### src/rtl/uart_frame_tx.sv
// RS-485 burst frame transmitter: direction-line sequencing around BYTES words read from a memory window.
// Define UART_FRAME_TX_PARITY_EN to append a parity bit (sense set by PARITY_ODD) after the data bits.
module uart_frame_tx #(
  parameter int BYTES      = 14,
  parameter int DATA_BITS  = 8,
  parameter int STOP_BITS  = 1,
  parameter int GAP_BITS   = 1,
  parameter int LSB_FIRST  = 1,
  parameter int DIR_LEAD   = 15,
  parameter int DIR_LAG    = 15,
  parameter int ADDR_W     = 10,
  parameter int PARITY_ODD = 0
) (
  input  logic              clk,
  input  logic              reset,
  input  logic              RQ,
  input  logic [7:0]        cycle,
  input  logic [7:0]        data,
  output logic [ADDR_W-1:0] addr,
  output logic              tx,
  output logic              dirTX,
  output logic              dirRX,
  output logic              busy,
  output logic              done,
  output logic [2:0]        o_dbg_state
);

  // Request protocol: a level on RQ starts exactly one frame; done pulses once when the
  // bus is released, and RQ must go low before another frame can start.
  typedef enum logic [2:0] {
    S_IDLE   = 3'd0,
    S_DIRON  = 3'd1,
    S_SHIFT  = 3'd2,
    S_DIROFF = 3'd3,
    S_HOLD   = 3'd4
  } state_t;

`ifdef UART_FRAME_TX_PARITY_EN
  localparam int         P       = 1;
  localparam logic [4:0] BC_PAR  = 5'(DATA_BITS + 1);
  localparam logic       PAR_ODD = (PARITY_ODD != 0);
`else
  localparam int         P       = 0 * PARITY_ODD;
`endif
  localparam logic [4:0] BC_DLAST  = 5'(DATA_BITS);
  localparam logic [4:0] BC_STOP1  = 5'(DATA_BITS + P + 1);
  localparam logic [4:0] BC_LAST   = 5'(DATA_BITS + P + STOP_BITS + GAP_BITS);
  localparam logic [5:0] DLY_LEAD  = 6'(DIR_LEAD);
  localparam logic [5:0] DLY_LEAD2 = 6'(2 * DIR_LEAD);
  localparam logic [5:0] DLY_LAG   = 6'(DIR_LAG);
  localparam logic [5:0] DLY_LAG2  = 6'(2 * DIR_LAG);
  localparam logic [7:0] IDX_LAST  = 8'(BYTES);
  localparam logic [7:0] DATA_MASK = 8'((1 << DATA_BITS) - 1);

  logic              r_rq_m, r_rq_s;
  state_t            r_state, w_state_nxt;
  logic [5:0]        r_dly, w_dly_nxt;
  logic [4:0]        r_bc, w_bc_nxt;
  logic [7:0]        r_idx, w_idx_nxt;
  logic [7:0]        r_cyc, w_cyc_nxt;
  logic [7:0]        r_shift, w_shift_nxt;
  logic              r_tx, w_tx_nxt;
  logic              r_dirtx, w_dirtx_nxt;
  logic              r_dirrx, w_dirrx_nxt;
  logic              r_done, w_done_nxt;
  logic [ADDR_W-1:0] r_addr, w_addr_nxt;
  logic [2:0]        w_bsel;

  // RQ arrives from another clock domain; the synchroniser is deliberately left unreset.
  always_ff @(posedge clk) begin
    r_rq_m <= RQ;
    r_rq_s <= r_rq_m;
  end

  always_comb begin
    w_state_nxt = r_state;
    w_dly_nxt   = r_dly;
    w_bc_nxt    = r_bc;
    w_idx_nxt   = r_idx;
    w_cyc_nxt   = r_cyc;
    w_shift_nxt = r_shift;
    w_tx_nxt    = 1'b1;
    w_dirtx_nxt = r_dirtx;
    w_dirrx_nxt = r_dirrx;
    w_done_nxt  = 1'b0;
    if (LSB_FIRST != 0) w_bsel = 3'(r_bc - 5'd1);
    else                w_bsel = 3'(BC_DLAST - r_bc);

    case (r_state)
      S_IDLE: begin
        if (r_rq_s) begin
          w_state_nxt = S_DIRON;
          w_cyc_nxt   = cycle;
          w_idx_nxt   = 8'd0;
          w_dly_nxt   = 6'd0;
          w_bc_nxt    = 5'd0;
        end
      end
      S_DIRON: begin
        w_dly_nxt = r_dly + 6'd1;
        if (r_dly == 6'd0)     w_dirrx_nxt = 1'b1;
        if (r_dly == DLY_LEAD) w_dirtx_nxt = 1'b1;
        if (r_dly == DLY_LEAD2) begin
          w_state_nxt = S_SHIFT;
          w_dly_nxt   = 6'd0;
          w_bc_nxt    = 5'd0;
        end
      end
      S_SHIFT: begin
        w_bc_nxt = r_bc + 5'd1;
        if (r_bc == 5'd0) begin
          w_tx_nxt    = 1'b0;
          w_shift_nxt = data & DATA_MASK;
        end else if (r_bc <= BC_DLAST) begin
          w_tx_nxt = r_shift[w_bsel];
        end
`ifdef UART_FRAME_TX_PARITY_EN
        else if (r_bc == BC_PAR) begin
          w_tx_nxt = (^r_shift) ^ PAR_ODD;
        end
`endif
        if (r_bc == BC_STOP1) w_idx_nxt = r_idx + 8'd1;
        // With a single stop bit and no gap the increment and the slot end coincide,
        // so the end-of-frame test looks at the already-updated index.
        if (r_bc == BC_LAST) begin
          w_bc_nxt = 5'd0;
          if (w_idx_nxt == IDX_LAST) begin
            w_state_nxt = S_DIROFF;
            w_idx_nxt   = 8'd0;
            w_dly_nxt   = 6'd0;
          end
        end
      end
      S_DIROFF: begin
        w_dly_nxt = r_dly + 6'd1;
        if (r_dly == DLY_LAG) w_dirtx_nxt = 1'b0;
        if (r_dly == DLY_LAG2) begin
          w_dirrx_nxt = 1'b0;
          w_state_nxt = S_HOLD;
          w_done_nxt  = 1'b1;
          w_dly_nxt   = 6'd0;
        end
      end
      S_HOLD: begin
        if (!r_rq_s) w_state_nxt = S_IDLE;
      end
      default: w_state_nxt = S_IDLE;
    endcase

    // Address follows the index in the same edge, giving the memory the whole stop/gap time.
    w_addr_nxt = ADDR_W'(32'(w_idx_nxt) + 32'(w_cyc_nxt) * 32'(BYTES));
  end

  always_ff @(posedge clk or negedge reset) begin
    if (!reset) begin
      r_state <= S_IDLE;
      r_dly   <= 6'd0;
      r_bc    <= 5'd0;
      r_idx   <= 8'd0;
      r_cyc   <= 8'd0;
      r_shift <= 8'd0;
      r_tx    <= 1'b1;
      r_dirtx <= 1'b0;
      r_dirrx <= 1'b0;
      r_done  <= 1'b0;
      r_addr  <= '0;
    end else begin
      r_state <= w_state_nxt;
      r_dly   <= w_dly_nxt;
      r_bc    <= w_bc_nxt;
      r_idx   <= w_idx_nxt;
      r_cyc   <= w_cyc_nxt;
      r_shift <= w_shift_nxt;
      r_tx    <= w_tx_nxt;
      r_dirtx <= w_dirtx_nxt;
      r_dirrx <= w_dirrx_nxt;
      r_done  <= w_done_nxt;
      r_addr  <= w_addr_nxt;
    end
  end

  assign addr        = r_addr;
  assign tx          = r_tx;
  assign dirTX       = r_dirtx;
  assign dirRX       = r_dirrx;
  assign done        = r_done;
  assign busy        = (r_state != S_IDLE);
  assign o_dbg_state = r_state;

endmodule

### config.mk
export PLATFORM = sky130hd
export DESIGN_NAME = uart_frame_tx
export DESIGN_NICKNAME = d
export VERILOG_FILES = /design/src/rtl/uart_frame_tx.sv
export SDC_FILE = /design/constraint.sdc
export NUM_CORES = 1
export LEC_CHECK = 0
export BUFFER_PORTS_ARGS = -buffer_cell sky130_fd_sc_hd__buf_2
export CORE_MARGIN = 1.5
export CORE_UTILIZATION = 30
export CTS_BUF_LIST = sky130_fd_sc_hd__clkbuf_4 sky130_fd_sc_hd__clkbuf_8
export CTS_CLUSTER_SIZE = 25
export DETAILED_ROUTE_END_ITERATION = 7
export PLACE_DENSITY_LB_ADDON = 0.05
export SETUP_SLACK_MARGIN = 0.02
export SLEW_MARGIN = 20
export SYNTH_ARGS = -nofsm -noshare
export SYNTH_HDL_FRONTEND = slang
export SYNTH_SLANG_ARGS = --single-unit
### constraint.sdc
create_clock -name clk -period 5.7 [get_ports clk]
set_input_delay 1.14 -clock clk [delete_from_list [all_inputs] [get_ports clk]]
set_output_delay 1.14 -clock clk [all_outputs]
set_load 0.05 [all_outputs]
* Word level (Yosys, flattened, before mapping)
Cells that the tools add are included.
Word-level totals: output and inout port bits 18, register bits after elaboration 54, word-level logic and storage cells 90, memory bits (read-only) 0, memories kept 0, latch bits 0, memory bits (writable) 0, input port bits 19
Cells by class: shift operators 0, add/sub/neg operators 5, reductions and logical operators 14, muxes and demuxes 37, bitwise gates (word level) 0, $lt $le $gt $ge 2, multipliers 1, equal/unequal tests 18, divide/modulo/power cells 0
Operators with widths (number):
- $mux W8 | 7
- $mux W6 | 4
- $mux W3 | 6
- $ne A2 B2 Y1 const B | 9
- $pmux W6 S3 | 1
- $pmux W8 S2 | 1
- $mux W5 | 3
- $pmux W3 S5 | 1
- $pmux W5 S3 | 1
- $add A8 B10 Y10 | 1
- $eq A5 B4 Y1 const B | 2
- $mux W1 | 10
- $mul A8 B3 Y9 const B | 1
- $reduce_and A3 Y1 | 3
- $reduce_bool A3 Y1 | 3
- $add A8 B1 Y8 const B | 1
- $eq A8 B4 Y1 const B | 1
- $add A6 B1 Y6 const B | 1
- $eq A3 B2 Y1 const B | 2
- $eq A6 B4 Y1 const B | 1
- $eq A6 B5 Y1 const B | 1
- $logic_not A6 Y1 | 1
- $reduce_and A6 Y1 | 1
- $add A5 B1 Y5 const B | 1
- 13 further kinds | 14

* Logic depth before layout (Yosys ltp)
depth after elaboration 8, mapped depth 18, mapped depth without buffers 17

* Least setup slack after synthesis
Ideal clock, no wire load.
kind register to register, start reg r_state[0] (netlist: o_dbg_state[0]), end reg r_addr[9] (netlist: addr[9]), path slack 1631 ps, arrival time 3989 ps, data required time 5620 ps, cell stages (with the launch flop) 19, path buffers 1, period minus slack after synthesis 4069 ps, setup time 80 ps, cells stage by stage dfrtp_1 -> clkbuf_1 -> nor2_1 -> nand2_1 -> nor2_2 -> mux2_2 -> inv_1 -> fa_1 -> inv_1 -> ha_1 -> fa_1 -> xor2_1 -> ha_1 -> nand2_1 -> o21ai_0 -> o21a_1 -> o21a_1 -> o21ai_0 -> xnor2_1
On the way: word-level cells in the longest chain between the ends 4, elaborated cells on any way between the ends 6, classes of those cells add/sub: 1; mul: 1; eq/ne: 1; mux: 2; reduce/logical: 1
Ends and longest elaborated chain:
- start, declared | line 56 | state_t r_state, w_state_nxt;
- start signal, assigned | line 168 | r_state <= w_state_nxt;
- $logic_not A3 Y1 | line 89 | case (r_state)
- $mux W8 | line 89
- via w_cyc_nxt[1] | line 60 | logic [7:0] r_cyc, w_cyc_nxt;
- $mul A8 B3 Y9 | line 151 | w_addr_nxt = ADDR_W'(32'(w_idx_nxt) + 32'(w_cyc_nxt) * 32'(BYTES));
- $add A8 B10 Y10 | line 151
- via w_addr_nxt[9] | line 66 | logic [ADDR_W-1:0] r_addr, w_addr_nxt;
- end signal, assigned | line 178 | r_addr <= w_addr_nxt;
- end, declared | line 66
The timed path passes the listed nets, and every way through them passes these cells. A chain may end at the register's enable or synchronous reset.

* Worst setup path in the final report
start reg r_state[1] (netlist: o_dbg_state[1]), end reg r_addr[9] (netlist: addr[9])
On the way: word-level cells in the longest chain between the ends 4, elaborated cells on any way between the ends 6, classes of those cells add/sub: 1; mul: 1; eq/ne: 1; mux: 2; reduce/logical: 1
Ends and longest elaborated chain (line):
- $logic_not A3 Y1 | 89
- $mux W8 | 89
- $mul A8 B3 Y9 | 151
- $add A8 B10 Y10 * | 151
- via w_addr_nxt[9] | 66
The timed path passes the listed nets; every way through them passes the cells marked *.

==> results.txt <==
Status - completed
Row cnt - 37
Largest area contributor in the netlist - dfrtp_1
Root Buffer - clkbuf_8
Slew Limit Fails - 0
NumNets Final - 397
Initial Util - 31.0%
Buffer and inverter count on the worst path - 1
I/O pin count - 37
Worst R2R Start - o_dbg_state[1]
Deepest clock path buffer count - 2
WP data required - 5.94 ns
CTS H-Tree Depth - 2
Chip width - 106 um
Final worst path period need - 4.22 ns
Synth area leaders - dfrtp_1 39%, ha_1 9.0%, fa_1 5.6%
Largest net degree at the start of global routing - 52
Wire per inst - 13.9 um
Die Area - 11300 sq um
Placed cells - 475
Worst hold-check path type - reg2reg
I/O Buffers - 36
Worst-Margin Slew - 0.681 ns
CTS tree - done
Sw Ratio - 45.6%
Gpl congestion - 0.726
Highest clock rate - 237 MHz
Critical path arrival - 4.46 ns
Switching Power - 0.980 mW
Hpwl dp - 4.96 mm
Worst setup SP type - register
Reg2Reg Setup Slack - 1.48 ns
Crit-path max cell delay - 0.56 ns
Worst setup EP type - register
Min-delay src - r_rq_m
Synth Net Count - 361
Final-report hold violation count - 0
Total number of vias - 2336
Post-synthesis cell type count - 48
Clock-pin slew on the worst setup and hold paths - 0.10 ns
Cell Chain, Critical Path - nor2_1 -> nand2_1 -> nor2_2 -> mux2i_1 -> fa_1 -> inv_1 -> ha_1 -> fa_1 -> xor2_1 -> ha_1 -> nand2_1 -> o21ai_0 -> o21a_1 -> o21a_1 -> o21ai_0 -> xnor2_1
Synth Cell Area - 3200 sq um
Crit Path Max Fanout - 13
Main synth FF type - dfrtp_1
Overflow after GRT - 0
Combinational power share - 62.8%
Peak supply drop - 0.000376 V
Clock power share - 10.4%
Clk sinks - 53
Final period util - 74.1%
Vias per cell - 4.84
Pre-antenna DRT Iters - 4
Initial antenna violation count - 0
Fraction of layout instances using a drive strength above 1 - 19.0%
Setup TNS - 0 ns
Seq cells post-synth - 53
Part of the power in registers - 26.9%
Synthesis warning total - 0
Power Density - 597 nW/um^2
Relative slew slack - 54.1%
Insertion delay to the later sink of the worst-skew pair - 0.30 ns
CP Class - reg2reg
Static leakage power - 1.66 nW
Die Y - 106 um
Drt drc - 0
Global-route wire length before repair - 11.1 mm
Sequential share of the synthesized area - 41.2%
Share of the synthesized area in the top cell type - 39.1%
Setup Viol. Count Final - 0
Tot GR Track Use - 12.4%
Max cap viols - 0
Avg Cell Area, Syn - 10.3 sq um
Total CTS buffers - 5
Initial DRC count - 90
Post-cts sizing count - 0
CTS Hold Bufs - 0
Final WL - 6.71 mm
Core area - 10300 sq um
Number of synthesized flops with an enable pin - 0
Top-count cell post-synth - dfrtp_1
ANT cells - 0
Async SR Flop Fraction - 96.2%
Postcts setup bufs - 0
Crit. Startpoint - o_dbg_state[1]
Post-Syn Instances - 310
Post-Layout Cell Count - 483
Worst path top cell family by delay - adder cells
Commonest cells post-synth - 50 x dfrtp_1, 25 x inv_1, 24 x nand2_1, 24 x o21ai_0, 23 x ha_1
Vias in the first global route - 2286
RSZ-0062 raised after global routing - no
Layout area overhead - 12.7%
Layout Skew - 0.0119 ns
Post-route ant nets - 0
Int Power - 1.17 mW
Crit-path slowest cell - fa_1
==> worst paths after layout <==
kind	end	cells after the start
worst max-delay path	addr[9]	16
worst min-delay path	r_rq_s	0
worst max register to register	addr[9]	16
worst min register to register	r_rq_s	0
max in group asynchronous	async pin	2
min in group asynchronous	r_bc[2]	2
==> registers in the layout, indices dropped and copies added, names as in the netlist, named ones only <==
name and cells:
addr 9, r_idx 7, r_rq_m 1, o_dbg_state 3
done 1, r_bc 5, r_cyc 8, tx 1
dirTX 1, r_shift 8, dirRX 1, r_rq_s 1
r_dly 6
==> metal layers <==
metal  vias up  wire length (um)  track usage (%)
met5         -                 0                0
met4         0                81             3.57
met3        10               240             2.58
met2        48              3060             19.6
met1      1119              3330             17.1
li1       1159                 -                -
==> stage by stage <==
stage / cell area [sq um] / total power [mW] / util (%) / hold slack (ns) / setup WS [ns]
final: 3600 / 2.15 / 34.9 / 0.342 / 1.48
after CTS: 3600 / 2.20 / 34.9 / 0.345 / 1.45
after floorplan: 3200 / 1.69 / - / 0.310 / 1.63
after global placement: 3510 / 1.97 / 34.0 / 0.319 / 1.54
after global routing: 3600 / 2.39 / 34.9 / 0.347 / 1.08
after detailed placement: 3510 / 1.97 / 34.0 / 0.314 / 1.46
==> kinds of logic (layout without fill, tap and decap cells) <==
logic type      Yosys count  after routing  synth area share, %
buf+inv                  33             70                 4.27
flops                    53             53                 41.2
compound gates           71             71                 14.4
mux                      21             21                 7.79
xor+xnor                 13             13                 3.56
simple gates             87             87                 14.2
fa+ha+maj                32             32                 14.6
==> worst register-to-register path, delay by kind of cell (launching register included) <==
kind	cells	cell delay, ns
XOR/XNOR	2	0.32
adder cells (fa/ha/maj)	4	1.48
flip-flops	1	0.52
multiplexers	1	0.28
AND/OR/NAND/NOR	4	0.85
AO/OA/AOI/OAI	4	0.69
buffers and inverters	1	0.04
==> power groups by stage <==
| stage | clock, mW | sequential, mW | combinational, mW |
|---|---|---|---|
| 2_1_floorplan | 0 | 0.706 | 0.981 |
| 3_3_place_gp | 0 | 0.585 | 1.39 |
| 3_5_place_dp | 0 | 0.585 | 1.38 |
| 4_1_cts | 0.238 | 0.579 | 1.39 |
| 5_1_grt | 0.247 | 0.596 | 1.55 |
| 6_report | 0.223 | 0.577 | 1.35 |
==> layout make-up <==
cell class / instances / area (sq um)
Tap cell: 136 / 170
Clock inverter: 1 / 7.51
Timing Repair Buffer: 37 / 188
Sequential cell: 53 / 1320
Inverter: 25 / 93.8
Fill cell: 1071 / 6720
Multi-Input combinational cell: 224 / 1740
Clock buffer: 7 / 83.8
==> layout by cell type (no fill, tap or decap), drive strengths merged, types with 2 or more instances in the layout <==
master / count
buf: 37
nand3: 8
xor2: 4
a31oi: 7
nand2b: 3
o21a: 2
or3: 3
o21ai: 24
nor2b: 4
nand4b: 2
dfxtp: 2
and3: 5
a21o: 5
mux2i: 8
o31ai: 8
nor2: 23
fa: 9
mux4: 2
inv: 25
o211ai: 2
xnor2: 9
o21bai: 2
clkbuf: 7
nor3: 5
dfrtp: 50
mux2: 11
a21oi: 15
ha: 23
nand4: 5
nand2: 24
Note: power is estimated with default switching activity, not from simulation.
